<file path="src/rtl/dm_arb_pkg.sv">
// rtl/dm_arb_pkg.sv - shared types, defaults and address check for the DM arbiter
//   Contents: FSM state encoding, latched-request struct, MEM_WORDS default,
//   addr_err() misalignment / range check.
package dm_arb_pkg;

  localparam int unsigned MEM_WORDS_DEFAULT = 1024;

  typedef enum logic [1:0] {
    ST_IDLE   = 2'd0,
    ST_ACCESS = 2'd1,
    ST_RESP   = 2'd2
  } state_t;

  // One in-flight request, captured at accept.
  typedef struct packed {
    logic        port;
    logic        we;
    logic [31:0] addr;
    logic [31:0] wdata;
    logic [31:0] pc;
    logic        err;
  } req_t;

  // Word accesses only; legal byte addresses are 0 .. 4*mem_words-1.
  // Compared at 34 bits so a large mem_words cannot wrap the limit.
  function automatic logic addr_err(input logic [31:0] addr, input int unsigned mem_words);
    return (addr[1:0] != 2'b00) || ({2'b00, addr} >= ({2'b00, mem_words} << 2));
  endfunction

endpackage

</file>
<file path="src/rtl/dm_arbiter_if.sv">
// rtl/dm_arbiter_if.sv - request, response and DM-side signals of the DM arbiter
//   p0_*/p1_*  : valid/ready request channels (we, addr, wdata, pc)
//   rsp_*      : one-hot response pulse with load data and error flag
//   mem_*      : drive to the data memory, mem_result returned from it
//   slave  : the arbiter
//   master : its environment (both requesters and the DM)
interface dm_arbiter_if;
  logic        p0_valid;
  logic        p0_we;
  logic [31:0] p0_addr;
  logic [31:0] p0_wdata;
  logic [31:0] p0_pc;
  logic        p0_ready;

  logic        p1_valid;
  logic        p1_we;
  logic [31:0] p1_addr;
  logic [31:0] p1_wdata;
  logic [31:0] p1_pc;
  logic        p1_ready;

  logic [1:0]  rsp_valid;
  logic [31:0] rsp_rdata;
  logic        rsp_err;

  logic        mem_we;
  logic [31:0] mem_add;
  logic [31:0] mem_data;
  logic [31:0] mem_pc;
  logic [31:0] mem_result;

  modport slave (
    input  p0_valid, p0_we, p0_addr, p0_wdata, p0_pc,
    input  p1_valid, p1_we, p1_addr, p1_wdata, p1_pc,
    input  mem_result,
    output p0_ready, p1_ready,
    output rsp_valid, rsp_rdata, rsp_err,
    output mem_we, mem_add, mem_data, mem_pc
  );

  modport master (
    output p0_valid, p0_we, p0_addr, p0_wdata, p0_pc,
    output p1_valid, p1_we, p1_addr, p1_wdata, p1_pc,
    output mem_result,
    input  p0_ready, p1_ready,
    input  rsp_valid, rsp_rdata, rsp_err,
    input  mem_we, mem_add, mem_data, mem_pc
  );
endinterface

</file>
<file path="src/rtl/dm_arbiter_rr.sv">
// rtl/dm_arbiter_rr.sv - two-way round-robin arbiter owning the priority pointer
//   clk, rst  : clock, synchronous active-high reset
//   req[1:0]  : request per port
//   advance   : a grant is being taken this cycle; move the pointer
//   gnt[1:0]  : one-hot grant (zero when nothing requests)
module rr_arbiter2 #(
  parameter bit RESET_PRIO = 1'b0
) (
  input  logic       clk,
  input  logic       rst,
  input  logic [1:0] req,
  input  logic       advance,
  output logic [1:0] gnt
);

  logic prio;

  // A lone requester always wins; prio only decides a conflict.
  always_comb begin
    gnt = req;
    if (req == 2'b11) begin
      gnt = prio ? 2'b10 : 2'b01;
    end
  end

  // After any grant the other port gets priority next time.
  always_ff @(posedge clk) begin
    if (rst) begin
      prio <= RESET_PRIO;
    end else if (advance && (gnt != 2'b00)) begin
      prio <= ~gnt[1];
    end
  end

endmodule

</file>
<file path="src/rtl/dm_arbiter.sv">
// rtl/dm_arbiter.sv - round-robin sharing of the single-port data memory by two requesters
//   clk, rst : clock, synchronous active-high reset
//   bus      : dm_arbiter_if.slave (p0/p1 requests, rsp_* response, mem_* to the DM)
//   One transaction in flight: IDLE (accept) -> ACCESS (DM cycle) -> RESP (pulse).
module dm_arbiter
  import dm_arb_pkg::*;
#(
  parameter int unsigned MEM_WORDS  = MEM_WORDS_DEFAULT,
  parameter bit          RESET_PRIO = 1'b0
) (
  input  logic          clk,
  input  logic          rst,
  dm_arbiter_if.slave   bus
);

  state_t      state, state_nxt;
  req_t        lat;
  req_t        acc;
  logic [31:0] rdata_q;
  logic [1:0]  req;
  logic [1:0]  gnt;
  logic        accept;

  // Requests are only visible to the arbiter in IDLE and outside reset, so
  // ready can never rise in ACCESS/RESP or during the reset cycle.
  assign req    = ((state == ST_IDLE) && !rst) ? {bus.p1_valid, bus.p0_valid} : 2'b00;
  assign accept = |gnt;

  rr_arbiter2 #(.RESET_PRIO(RESET_PRIO)) u_rr (
    .clk     (clk),
    .rst     (rst),
    .req     (req),
    .advance (accept),
    .gnt     (gnt)
  );

  // Fields of the granted port, with the error decided at accept time.
  always_comb begin
    acc.port  = gnt[1];
    acc.we    = gnt[1] ? bus.p1_we    : bus.p0_we;
    acc.addr  = gnt[1] ? bus.p1_addr  : bus.p0_addr;
    acc.wdata = gnt[1] ? bus.p1_wdata : bus.p0_wdata;
    acc.pc    = gnt[1] ? bus.p1_pc    : bus.p0_pc;
    acc.err   = addr_err(acc.addr, MEM_WORDS);
  end

  // State register
  always_ff @(posedge clk) begin
    if (rst) begin
      state <= ST_IDLE;
    end else begin
      state <= state_nxt;
    end
  end

  // Next-state logic
  always_comb begin
    state_nxt = ST_IDLE;
    case (state)
      ST_IDLE:   state_nxt = accept ? ST_ACCESS : ST_IDLE;
      ST_ACCESS: state_nxt = ST_RESP;
      ST_RESP:   state_nxt = ST_IDLE;
      default:   state_nxt = ST_IDLE;
    endcase
  end

  // Request latch and response data register
  always_ff @(posedge clk) begin
    if (rst) begin
      lat     <= '0;
      rdata_q <= '0;
    end else begin
      if (accept) begin
        lat <= acc;
      end
      if (state == ST_ACCESS) begin
        rdata_q <= (lat.we || lat.err) ? 32'd0 : bus.mem_result;
      end
    end
  end

  // Outputs; everything is forced low in the reset cycle so an ACCESS
  // interrupted by rst never writes the DM.
  always_comb begin
    bus.p0_ready  = 1'b0;
    bus.p1_ready  = 1'b0;
    bus.rsp_valid = 2'b00;
    bus.rsp_err   = 1'b0;
    bus.rsp_rdata = 32'd0;
    bus.mem_we    = 1'b0;
    bus.mem_add   = 32'd0;
    bus.mem_data  = 32'd0;
    bus.mem_pc    = 32'd0;
    if (!rst) begin
      case (state)
        ST_IDLE: begin
          bus.p0_ready = gnt[0];
          bus.p1_ready = gnt[1];
        end
        ST_ACCESS: begin
          bus.mem_we   = lat.we & ~lat.err;
          bus.mem_add  = lat.addr;
          bus.mem_data = lat.wdata;
          bus.mem_pc   = lat.pc;
        end
        ST_RESP: begin
          bus.rsp_valid = lat.port ? 2'b10 : 2'b01;
          bus.rsp_err   = lat.err;
          bus.rsp_rdata = rdata_q;
        end
        default: ;
      endcase
    end
  end

endmodule

</file>
<file path="src/flat_wrapper.sv">
// flat-port wrapper written by rule: the top's interface ports become plain ports
module dm_arbiter_flat import dm_arb_pkg::*;
#(
  parameter int unsigned MEM_WORDS  = MEM_WORDS_DEFAULT,
  parameter bit          RESET_PRIO = 1'b0
)
  (clk, rst, bus_p0_valid, bus_p0_we, bus_p0_addr, bus_p0_wdata, bus_p0_pc, bus_p1_valid, bus_p1_we, bus_p1_addr, bus_p1_wdata, bus_p1_pc, bus_mem_result, bus_p0_ready, bus_p1_ready, bus_rsp_valid, bus_rsp_rdata, bus_rsp_err, bus_mem_we, bus_mem_add, bus_mem_data, bus_mem_pc);
  dm_arbiter_if bus_i ();
  input  logic clk;
  input  logic rst;
  input wire logic [$bits(bus_i.p0_valid)-1:0] bus_p0_valid;
  input wire logic [$bits(bus_i.p0_we)-1:0] bus_p0_we;
  input wire logic [$bits(bus_i.p0_addr)-1:0] bus_p0_addr;
  input wire logic [$bits(bus_i.p0_wdata)-1:0] bus_p0_wdata;
  input wire logic [$bits(bus_i.p0_pc)-1:0] bus_p0_pc;
  input wire logic [$bits(bus_i.p1_valid)-1:0] bus_p1_valid;
  input wire logic [$bits(bus_i.p1_we)-1:0] bus_p1_we;
  input wire logic [$bits(bus_i.p1_addr)-1:0] bus_p1_addr;
  input wire logic [$bits(bus_i.p1_wdata)-1:0] bus_p1_wdata;
  input wire logic [$bits(bus_i.p1_pc)-1:0] bus_p1_pc;
  input wire logic [$bits(bus_i.mem_result)-1:0] bus_mem_result;
  output wire logic [$bits(bus_i.p0_ready)-1:0] bus_p0_ready;
  output wire logic [$bits(bus_i.p1_ready)-1:0] bus_p1_ready;
  output wire logic [$bits(bus_i.rsp_valid)-1:0] bus_rsp_valid;
  output wire logic [$bits(bus_i.rsp_rdata)-1:0] bus_rsp_rdata;
  output wire logic [$bits(bus_i.rsp_err)-1:0] bus_rsp_err;
  output wire logic [$bits(bus_i.mem_we)-1:0] bus_mem_we;
  output wire logic [$bits(bus_i.mem_add)-1:0] bus_mem_add;
  output wire logic [$bits(bus_i.mem_data)-1:0] bus_mem_data;
  output wire logic [$bits(bus_i.mem_pc)-1:0] bus_mem_pc;
  assign bus_i.p0_valid = bus_p0_valid;
  assign bus_i.p0_we = bus_p0_we;
  assign bus_i.p0_addr = bus_p0_addr;
  assign bus_i.p0_wdata = bus_p0_wdata;
  assign bus_i.p0_pc = bus_p0_pc;
  assign bus_i.p1_valid = bus_p1_valid;
  assign bus_i.p1_we = bus_p1_we;
  assign bus_i.p1_addr = bus_p1_addr;
  assign bus_i.p1_wdata = bus_p1_wdata;
  assign bus_i.p1_pc = bus_p1_pc;
  assign bus_i.mem_result = bus_mem_result;
  assign bus_p0_ready = bus_i.p0_ready;
  assign bus_p1_ready = bus_i.p1_ready;
  assign bus_rsp_valid = bus_i.rsp_valid;
  assign bus_rsp_rdata = bus_i.rsp_rdata;
  assign bus_rsp_err = bus_i.rsp_err;
  assign bus_mem_we = bus_i.mem_we;
  assign bus_mem_add = bus_i.mem_add;
  assign bus_mem_data = bus_i.mem_data;
  assign bus_mem_pc = bus_i.mem_pc;
  dm_arbiter #(.MEM_WORDS(MEM_WORDS), .RESET_PRIO(RESET_PRIO)) u_core (.clk(clk), .rst(rst), .bus(bus_i));
endmodule
</file>
<file path="config.mk">
export PLATFORM = sky130hd
export DESIGN_NAME = dm_arbiter_flat
export DESIGN_NICKNAME = d
export VERILOG_FILES = /design/src/rtl/dm_arb_pkg.sv /design/src/rtl/dm_arbiter_if.sv /design/src/rtl/dm_arbiter_rr.sv /design/src/rtl/dm_arbiter.sv /design/src/flat_wrapper.sv
export SDC_FILE = /design/constraint.sdc
export NUM_CORES = 1
export LEC_CHECK = 0
export ABC_AREA = 1
export CORE_AREA = 2 2 142 144
export CTS_BUF_LIST = sky130_fd_sc_hd__clkbuf_8
export CTS_CLUSTER_DIAMETER = 50
export DETAILED_ROUTE_END_ITERATION = 10
export DIE_AREA = 0 0 144 146
export HOLD_SLACK_MARGIN = 0.08
export PLACE_DENSITY = 0.83
export RECOVER_POWER = 25
export SETUP_SLACK_MARGIN = 0.05
export SLEW_MARGIN = 20
export SYNTH_ARGS = -nofsm -noshare
export SYNTH_HDL_FRONTEND = slang
export SYNTH_SLANG_ARGS = --single-unit
</file>
<file path="constraint.sdc">
create_clock -name clk -period 4.4 [get_ports clk]
set_input_delay 0.66 -clock clk [delete_from_list [all_inputs] [get_ports clk]]
set_output_delay 0.66 -clock clk [all_outputs]
set_load 0.02 [all_outputs]
</file>
# Word level (Yosys, flattened, before mapping)
# Cells that the tools add are included.
[totals]
regBits = 134
inputBits = 230
output_inout_bits = 134
wordCells = 54
[op_classes]
magnitude_cmp = 1
n_eq_ne = 3
n_mux = 29
bitwise_logic = 3
n_reduce_logical = 9
[op_table]
columns = ["operator", "count"]
rows = [
  ["32-bit two-way mux", 12],
  ["32-bit by 13-bit greater-or-equal comparator with 1-bit output (second input constant)", 1],
  ["2-bit two-way mux", 6],
  ["1-bit two-way mux", 10],
  ["2-bit == test (second input constant)", 2],
  ["2-bit case mux with 2 select lines", 1],
  ["2-bit nonzero test", 2],
  ["2-bit by 1-bit == test with 1-bit output (second input constant)", 1],
  ["1-bit logical AND", 2],
  ["2-bit zero test", 1],
  ["1-bit logical OR", 2],
  ["1-bit NOT", 2],
  ["2-bit OR reduction", 1],
  ["1-bit bitwise AND", 1],
  ["1-bit zero test", 1],
]

# Logic depth before layout (Yosys ltp)
# Gate-level depths: netlist of run 1.
[depth]
word_depth = 8
mapped_depth = 14
mapped_depth_nobuf = 12

# By module
# From an unflattened synthesis of run 1, not the netlist that was laid out.
[hier_totals]
hier_cells = 1114
area_unflattened_um2 = 6869.1
[by_module_without_submodules]
columns = ["mod", "instances", "cells_each", "area_each_um2", "seq_area_each_um2"]
rows = [
  ["dm_arbiter", 1, 1106, 6809.0, 2662.6],
  ["rr_arbiter2", 1, 8, 60.1, 20.0],
]

# Least setup slack after synthesis of run 1
# Ideal clock, no wire load.
[synth_timing]
path_type = "input -> output"
startpoint = "input rst"
endpoint = "output bus_rsp_rdata[10]"
arrival_time_ps = 1564
required_time_ps = 3740
slack_ps = 2176
stages = 5
path_buffers = 2
cell_sequence = "buf_6 -> inv_6 -> nand3_1 -> clkbuf_1 -> nor2_1"
[synth_between]
elab_chain_cells = 1
[synth_lines]
columns = ["element", "line", "source"]
rows = [
  ["from (decl)", "flat_wrapper.sv:10", "input logic rst;"],
  ["32-bit two-way mux", "dm_arbiter.sv:94", "if (!rst) begin"],
  ["to (decl)", "flat_wrapper.sv:25", "output wire logic [$bits(bus_i.rsp_rdata)-1:0] bus_rsp_rdata;"],
]
# No other way between the ends.

# Final worst setup path of run 1
[layout_timing]
startpoint = "input rst"
endpoint = "output bus_p1_ready"
[layout_between]
elab_chain_cells = 7
[layout_lines]
columns = ["element", "line", "source"]
rows = [
  ["1-bit zero test", "dm_arbiter.sv:26", "assign req = ((state == ST_IDLE) && !rst) ? {bus.p1_valid, bus.p0_valid} : 2'b00;"],
  ["1-bit logical AND", "dm_arbiter.sv:26", ""],
  ["2-bit two-way mux", "dm_arbiter.sv:26", ""],
  ["2-bit == test", "dm_arbiter_rr.sv:21", "if (req == 2'b11) begin"],
  ["2-bit two-way mux", "dm_arbiter_rr.sv:21", ""],
  ["1-bit two-way mux", "dm_arbiter.sv:95", "case (state)"],
  ["1-bit two-way mux (*)", "dm_arbiter.sv:94", ""],
  ["to (decl)", "flat_wrapper.sv:23", "output wire logic [$bits(bus_i.p1_ready)-1:0] bus_p1_ready;"],
]
# Every way passes the cells marked *; elsewhere a longest branch is shown, timed or not.

==> implementation parameters, run 1 <==
Parameter                              Value

Timing
  Slew Viols, Final ... 0
  Unrepaired setup endpoints after global routing ... no
  Transition time at the pin with the least slew margin ... 1.47 ns
  WHS ... 0.468 ns
  Setup violation total in the final timing report ... 0
  Number of hold-slack violations in the final timing report ... 0
  Setup skew after layout ... 0.0109 ns
  Final min period ... 3.47 ns
  FMAX ... 288 MHz
  Final setup slack of the worst path ... 0.933 ns
  Max_slew headroom ... 2.02%
  Summed negative setup slack over all endpoints ... 0 ns
  Post-route clock period utilization ... 78.8%

Logic synthesis
  Cell count after synthesis ... 1033
  Fraction of the mapped netlist area in adder cells ... 0%
  Multiplexer share of the synthesized area ... 0%
  Parity-gate share of the synthesized area counting xor and xnor cells ... 0%
  #FFs+latches synth ... 134
  Cell variety after synth ... 26
  EDFF count, synth ... 0
  Total nets after synthesis ... 1263
  Most area-consuming cells after synthesis ... sky130_fd_sc_hd__dfxtp_1 (41%), sky130_fd_sc_hd__nand2_1 (25%), sky130_fd_sc_hd__nor2_1 (8.9%)
  Most used flip-flop cell after synthesis ... sky130_fd_sc_hd__dfxtp_1
  Top-area cell type share of the netlist area ... 41.2%
  Netlist Area Pre-Place ... 6500 sq um
  Synthesized-area fraction occupied by and/or/nand/nor cells ... 35.7%
  Biggest area consumer among synthesized cells ... sky130_fd_sc_hd__dfxtp_1
  Syn. warnings ... 0
  Share of the synthesized area in compound gates (AO/OA/AOI/OAI) ... 15.0%
  Synth async-reset ratio ... 0%
  Dominant combinational cell family by area after synthesis ... simple AND/OR/NAND/NOR gates
  Synthesized area divided by synthesized cell count ... 6.30 sq um
  Sequential cell area fraction in the yosys report ... 41.2%

Clock tree
  Resize count post-CTS ... 0
  Root Driver ... sky130_fd_sc_hd__clkbuf_8
  CTS buffer count ... 17
  Clock Pin Slew Worst Setup and Hold Paths ... 0.08 ns
  Clock latency at the later pin of the worst-skew pair ... 0.44 ns
  Clock net sink count ... 134
  Setup fix buffers added after clock tree synthesis ... 0
  Quantity of hold-fixing buffers added after cts ... 0
  Longest Clk Path Bufs ... 2
  TritonCTS clock tree ... done
  Number of levels in the clock H-tree ... 4

Route
  Final WL ... 23700 um
  Average wire per standard cell ... 14.6 um
  Remaining design rule violation count ... 0
  DRT iter0 DRCs ... 439
  First drt pass iteration count ... 5
  Via/cell ratio ... 4.80
  Total number of vias ... 7796
  Post-DRT Antenna Nets ... 0

GRT
  Via count of the first global-routing pass ... 7274
  Number of antenna violations at the first check in global routing ... 0
  Most used routing layer ... met2
  GRT met1 Usage ... 25.3%
  Global Route met2 Usage ... 36.4%
  Total congestion overflow ... 0
  Global router's overall resource usage ... 21.6%
  Met3 global-route usage ... 5.96%
  Maximum number of pins on one net before global-route repair ... 114
  Wire length of the first global-routing pass ... 36100 um

Die
  Number of core rows ... 51
  Initial standard-cell utilization of the core ... 33.6%
  Die Y ... 146 um
  I/O pin count ... 364
  X dimension of the die ... 144 um
  Core area ... 19300 sq um
  Die footprint ... 21000 sq um

Worst setup path
  Critical Path Fanout Max ... 84
  Endpoint kind of the worst setup timing path ... primary output
  Required arrival time at the worst endpoint ... 3.74 ns
  Critical Setup Path Class ... input port to primary output
  Critical path data arrival time ... 2.81 ns
  CP startpoint kind ... input port

Power
  Leak Pwr ... 3.75 nW
  Power Dens Cells ... 290 nW/um^2
  Worst supply voltage drop on vdd ... 0.000152 V

Layout
  Share of post-route cells with drive strength above 1 ... 3.68%
  Number of inserted diodes ... 0
  Final cell count without fillers ... 1625
  Core Util, Final ... 54.7%
  Net count reported at finish ... 1577
  Area growth from synthesis to layout ... 62.6%

Placed design
  Post-Place Setup Slack ... 1.06 ns
  Weighted congestion reported at the end of routability-driven placement ... 0.846
  Port Buffer Count ... 363
  Post-placement cell count ... 1592
  DP HPWL ... 16500 um

Run status
  Status ... finished, final reports clean

Worst hold path
  Min-delay worst type ... flop to flop

Job
  Reported max-cap violation count ... 0
-- report_power, final --
group / internal [mW] / leakage, nW / total [mW] / switching, mW
Combinational: 0.320 / 2.47 / 0.668 / 0.347
Clock: 0.505 / 0.189 / 1.03 / 0.521
Sequential: 1.32 / 1.10 / 1.37 / 0.0551
-- area by class of cell --
cell class / count / area, sq um
flip-flops and latches: 134 / 2680
well taps: 265 / 332
multi-input cells: 775 / 3290
clock buffers: 17 / 234
clock inverters: 15 / 154
inverters: 46 / 178
fillers: 1867 / 8760
repair buffers: 373 / 3710
-- cell usage after synthesis, types with 3 or more instances --
cell                       instances
sky130_fd_sc_hd__nor2_2            4
sky130_fd_sc_hd__nor2_1          154
sky130_fd_sc_hd__inv_2             3
sky130_fd_sc_hd__nand2_1         437
sky130_fd_sc_hd__a31oi_1          88
sky130_fd_sc_hd__a21oi_1          40
sky130_fd_sc_hd__nand3_1           3
sky130_fd_sc_hd__dfxtp_1         134
sky130_fd_sc_hd__inv_1            42
sky130_fd_sc_hd__buf_2            28
sky130_fd_sc_hd__buf_1             9
sky130_fd_sc_hd__clkbuf_1         38
sky130_fd_sc_hd__o21ai_1           8
sky130_fd_sc_hd__o21ai_0          31
-- critical path, stage by stage --
cell	delay (ns)
sky130_fd_sc_hd__buf_6	0.23
sky130_fd_sc_hd__inv_6	0.30
sky130_fd_sc_hd__nand2_1	0.20
sky130_fd_sc_hd__nor2_8	0.54
sky130_fd_sc_hd__clkdlybuf4s50_1	0.78
-- per-layer routing --
| metal | vias to the layer above | wire, um |
|---|---|---|
| met2 | 297 | 11500 |
| li1 | 3900 | - |
| met4 | 0 | 806 |
| met1 | 3545 | 9630 |
| met3 | 54 | 1750 |
| met5 | - | 0 |
-- layout by cell type, fill, tap and decap left out, types with 2 or more instances in the layout --
cell type / Yosys / routed
sky130_fd_sc_hd__clkbuf_1: 38 / 2
sky130_fd_sc_hd__clkinv_4: 0 / 2
sky130_fd_sc_hd__inv_2: 3 / 3
sky130_fd_sc_hd__a211oi_1: 2 / 2
sky130_fd_sc_hd__o21ai_1: 8 / 8
sky130_fd_sc_hd__a31oi_1: 88 / 88
sky130_fd_sc_hd__clkbuf_8: 0 / 17
sky130_fd_sc_hd__o21ai_0: 31 / 31
sky130_fd_sc_hd__buf_4: 1 / 6
sky130_fd_sc_hd__inv_6: 1 / 4
sky130_fd_sc_hd__dfxtp_1: 134 / 134
sky130_fd_sc_hd__nand2_1: 437 / 439
sky130_fd_sc_hd__bufinv_16: 0 / 2
sky130_fd_sc_hd__nor2_4: 1 / 2
sky130_fd_sc_hd__nor2_2: 4 / 2
sky130_fd_sc_hd__clkinvlp_4: 0 / 4
sky130_fd_sc_hd__nand3_1: 3 / 3
sky130_fd_sc_hd__clkinv_2: 0 / 4
sky130_fd_sc_hd__inv_1: 42 / 42
sky130_fd_sc_hd__a21oi_1: 40 / 40
sky130_fd_sc_hd__clkdlybuf4s50_1: 0 / 362
sky130_fd_sc_hd__nor2_1: 154 / 155
sky130_fd_sc_hd__nor3_1: 1 / 2
-- registers in the layout, summed over array words and instances, names as in the netlist --
name              count
u_core.state          2
u_core.u_rr.prio      1
u_core.rdata_q       32
u_core.lat           99
-- logic make-up (layout without fill, tap and decap cells) --
logic type	after synthesis	in the layout
simple gates	604	604
compound gates	171	171
flops	134	134
buf+inv	124	451
-- stage by stage --
stage / power, mW / cell area [sq um]
floorplan: 1.73 / 6500
global placement: 2.06 / 10200
detailed placement: 2.07 / 10200
CTS: 3.11 / 10600
global route: 3.22 / 10600
finish: 3.06 / 10600
-- final timing paths --
path | start | end | slack (ns) | cells after the start
worst max register to register | u_core.state[0] | u_core.rdata_q[6] | 1.13 | 8
worst min-delay path | u_core.rdata_q[27] | u_core.rdata_q[27] | 0.47 | 2
worst max-delay path | rst | bus_p1_ready | 0.93 | 5
worst min register to register | u_core.rdata_q[27] | u_core.rdata_q[27] | 0.47 | 2
No activity file was read; power rests on OpenSTA's default activity.
==> run 2, diff against run 1 <==
--- a/config.mk
+++ b/config.mk
@@ -12,7 +12,7 @@
 export DETAILED_ROUTE_END_ITERATION = 10
 export DIE_AREA = 0 0 144 146
 export HOLD_SLACK_MARGIN = 0.08
-export PLACE_DENSITY = 0.83
+export PLACE_DENSITY = 0.86
 export RECOVER_POWER = 25
 export SETUP_SLACK_MARGIN = 0.05
 export SLEW_MARGIN = 20
==> constraint.sdc (replaced) <==
create_clock -name clk -period 3.1 [get_ports clk]
set_input_delay 0.465 -clock clk [delete_from_list [all_inputs] [get_ports clk]]
set_output_delay 0.465 -clock clk [all_outputs]
set_load 0.02 [all_outputs]
==> implementation parameters, run 2 (synthesized netlist as in run 1, its figures left out) <==
Parameter                              Value

Timing
  Setup skew after layout ... 0.0136 ns (+0.00269 ns)
  Setup violation total in the final timing report ... 0 (unchanged)
  Final min period ... 2.79 ns
  Number of hold-slack violations in the final timing report ... 0 (unchanged)
  Unrepaired setup endpoints after global routing ... no
  Final setup slack of the worst path ... 0.306 ns (-0.627 ns)
  Summed negative setup slack over all endpoints ... 0 ns (unchanged)
  FMAX ... 358 MHz
  Slew Viols, Final ... 0 (unchanged)
  Max_slew headroom ... 2.10% (+0.088 points)
  Transition time at the pin with the least slew margin ... 1.47 ns (+0.00224 ns)
  Post-route clock period utilization ... 90.1%

Layout
  Number of fill cells in the layout ... 1792 (-4.0%)
  Most common library cell in the layout ignoring fill and taps ... sky130_fd_sc_hd__nand2_1
  Number of inserted diodes ... 0 (unchanged)
  Area growth from synthesis to layout ... 64.1%
  Most used cells in the layout excluding fill and tap cells ... sky130_fd_sc_hd__nand2_1 (438), sky130_fd_sc_hd__clkdlybuf4s50_1 (361), sky130_fd_sc_hd__nor2_1 (156)
  Net count reported at finish ... 1581 (+0.25%)
  Reg with most FFs ... u_core.lat
  Share of post-route cells with drive strength above 1 ... 3.74% (+0.063 points)
  Flip-flop count of the largest register, all copies and words added ... 99 (unchanged)
  Leading registers by flop count ... u_core.lat (99), u_core.rdata_q (32), u_core.state (2)

GRT
  Number of antenna violations at the first check in global routing ... 0 (unchanged)
  Wire length of the first global-routing pass ... 36700 um (+1.7%)
  Via count of the first global-routing pass ... 7330 (+0.77%)
  Maximum number of pins on one net before global-route repair ... 111 (-2.6%)
  Global router's overall resource usage ... 22.0% (+0.43 points)
  Total congestion overflow ... 0 (unchanged)

Worst setup path
  Endpoint kind of the worst setup timing path ... primary output
  Worst setup slack for register-to-register paths ... 0.51 ns (-0.62 ns)
  Critical path data arrival time ... 2.33 ns (-0.48 ns)
  Critical Path Fanout Max ... 35 (-58%)
  CP startpoint kind ... flop
  Required arrival time at the worst endpoint ... 2.63 ns (-1.11 ns)
  Critical Setup Path Class ... flop to primary output

Route
  DRT iter0 DRCs ... 429 (-2.3%)
  Total number of vias ... 7847 (+0.65%)
  Remaining design rule violation count ... 0 (unchanged)
  Post-DRT Antenna Nets ... 0 (unchanged)
  Final WL ... 24000 um (+1.3%)
  Average wire per standard cell ... 14.7 um (+1.0%)
  First drt pass iteration count ... 7 (+2)
  Via/cell ratio ... 4.82 (+0.41%)

Power
  Power Dens Cells ... 418 nW/um^2 (+44%)
  Worst supply voltage drop on vdd ... 0.000245 V (+61%)
  Design Power ... 4.46 mW (+46%)
  Leak Pwr ... 3.80 nW (+1.2%)

Placed design
  Weighted congestion reported at the end of routability-driven placement ... 0.865 (+2.2%)
  Post-Place Setup Slack ... 0.630 ns (-0.434 ns)
  DP HPWL ... 16800 um (+1.6%)
  Port Buffer Count ... 363 (unchanged)

Clock tree
  Quantity of hold-fixing buffers added after cts ... 0 (unchanged)
  Root Driver ... sky130_fd_sc_hd__clkbuf_8
  Clock latency at the later pin of the worst-skew pair ... 0.46 ns (+0.02 ns)
  Setup fix buffers added after clock tree synthesis ... 0 (unchanged)
  Clock net sink count ... 134 (unchanged)
  Clock Pin Slew Worst Setup and Hold Paths ... 0.08 ns (about the same)
  Number of levels in the clock H-tree ... 4 (unchanged)
  CTS buffer count ... 17 (unchanged)
  Resize count post-CTS ... 0 (unchanged)
  TritonCTS clock tree ... done
  Longest Clk Path Bufs ... 2 (unchanged)

Die
  Die footprint ... 21000 sq um (unchanged)
  Initial standard-cell utilization of the core ... 33.6% (unchanged)
  Number of core rows ... 51 (unchanged)
  X dimension of the die ... 144 um (unchanged)
  Core area ... 19300 sq um (unchanged)
  I/O pin count ... 364 (unchanged)
  Die Y ... 146 um (unchanged)

Worst hold path
  Min-delay worst type ... input port to flop

Job
  Reported max-cap violation count ... 0 (unchanged)

Run status
  Status ... finished, final reports clean
run 2: changes by cell type in the layout (fill, tap and decap cells not counted), sizes merged:
cell,change
buf,+4
bufinv,+1
clkdlybuf4s50,-1
clkinv,+3
clkinvlp,-3
dlygate4sd3,+1
inv,-1
run 2: metrics by stage:
| stage | utilization (%) | hold WS [ns] | std cells | instance area (sq um) |
|---|---|---|---|---|
| finish | 55.2 | 0.426 | 1629 | 10700 |
| global route | 55.2 | 0.424 | 1629 | 10700 |
| CTS | 55.5 | 0.395 | 1629 | 10700 |
| detailed placement | 53.3 | 0.456 | 1597 | 10300 |
| global placement | 53.3 | 0.452 | 1597 | 10300 |
| floorplan | - | 0.440 | 1033 | 6500 |
run 2: final cells by class:
cell class	instances	area, sq um	area share, %
repair buffers	377	3790	35.5
multi-input cells	775	3280	30.7
flip-flops and latches	134	2680	25.1
well taps	265	332	3.11
clock buffers	17	234	2.19
clock inverters	15	179	1.68
inverters	46	178	1.66
run 2: power breakdown:
part / switching (mW) / internal (mW)
clock: 0.754 / 0.799
sequential: 0.0789 / 1.87
combinational: 0.492 / 0.469
run 2: path summary, 6_finish.rpt:
path / startpoint / end / cells after the start
min: rst / u_core.lat[91] / 4
min reg2reg: u_core.rdata_q[19] / u_core.rdata_q[19] / 2
max: u_core.state[0] / bus_mem_add[30] / 7
max reg2reg: u_core.state[0] / u_core.rdata_q[3] / 7
run 2: critical path: stages, from the launching register on:
cell and delay (ns):
sky130_fd_sc_hd__dfxtp_1 0.35, sky130_fd_sc_hd__inv_1 0.09, sky130_fd_sc_hd__nor2_4 0.15, sky130_fd_sc_hd__inv_2 0.27, sky130_fd_sc_hd__nor2_1 0.20, sky130_fd_sc_hd__inv_1 0.05
sky130_fd_sc_hd__nor2_1 0.10, sky130_fd_sc_hd__clkdlybuf4s50_1 0.65
run 2: layer usage:
layer	routed length (um)	GRT usage, %
met1	9560	25.4
met2	11700	37.8
met3	1920	5.96
met4	821	9.51
met5	0	0
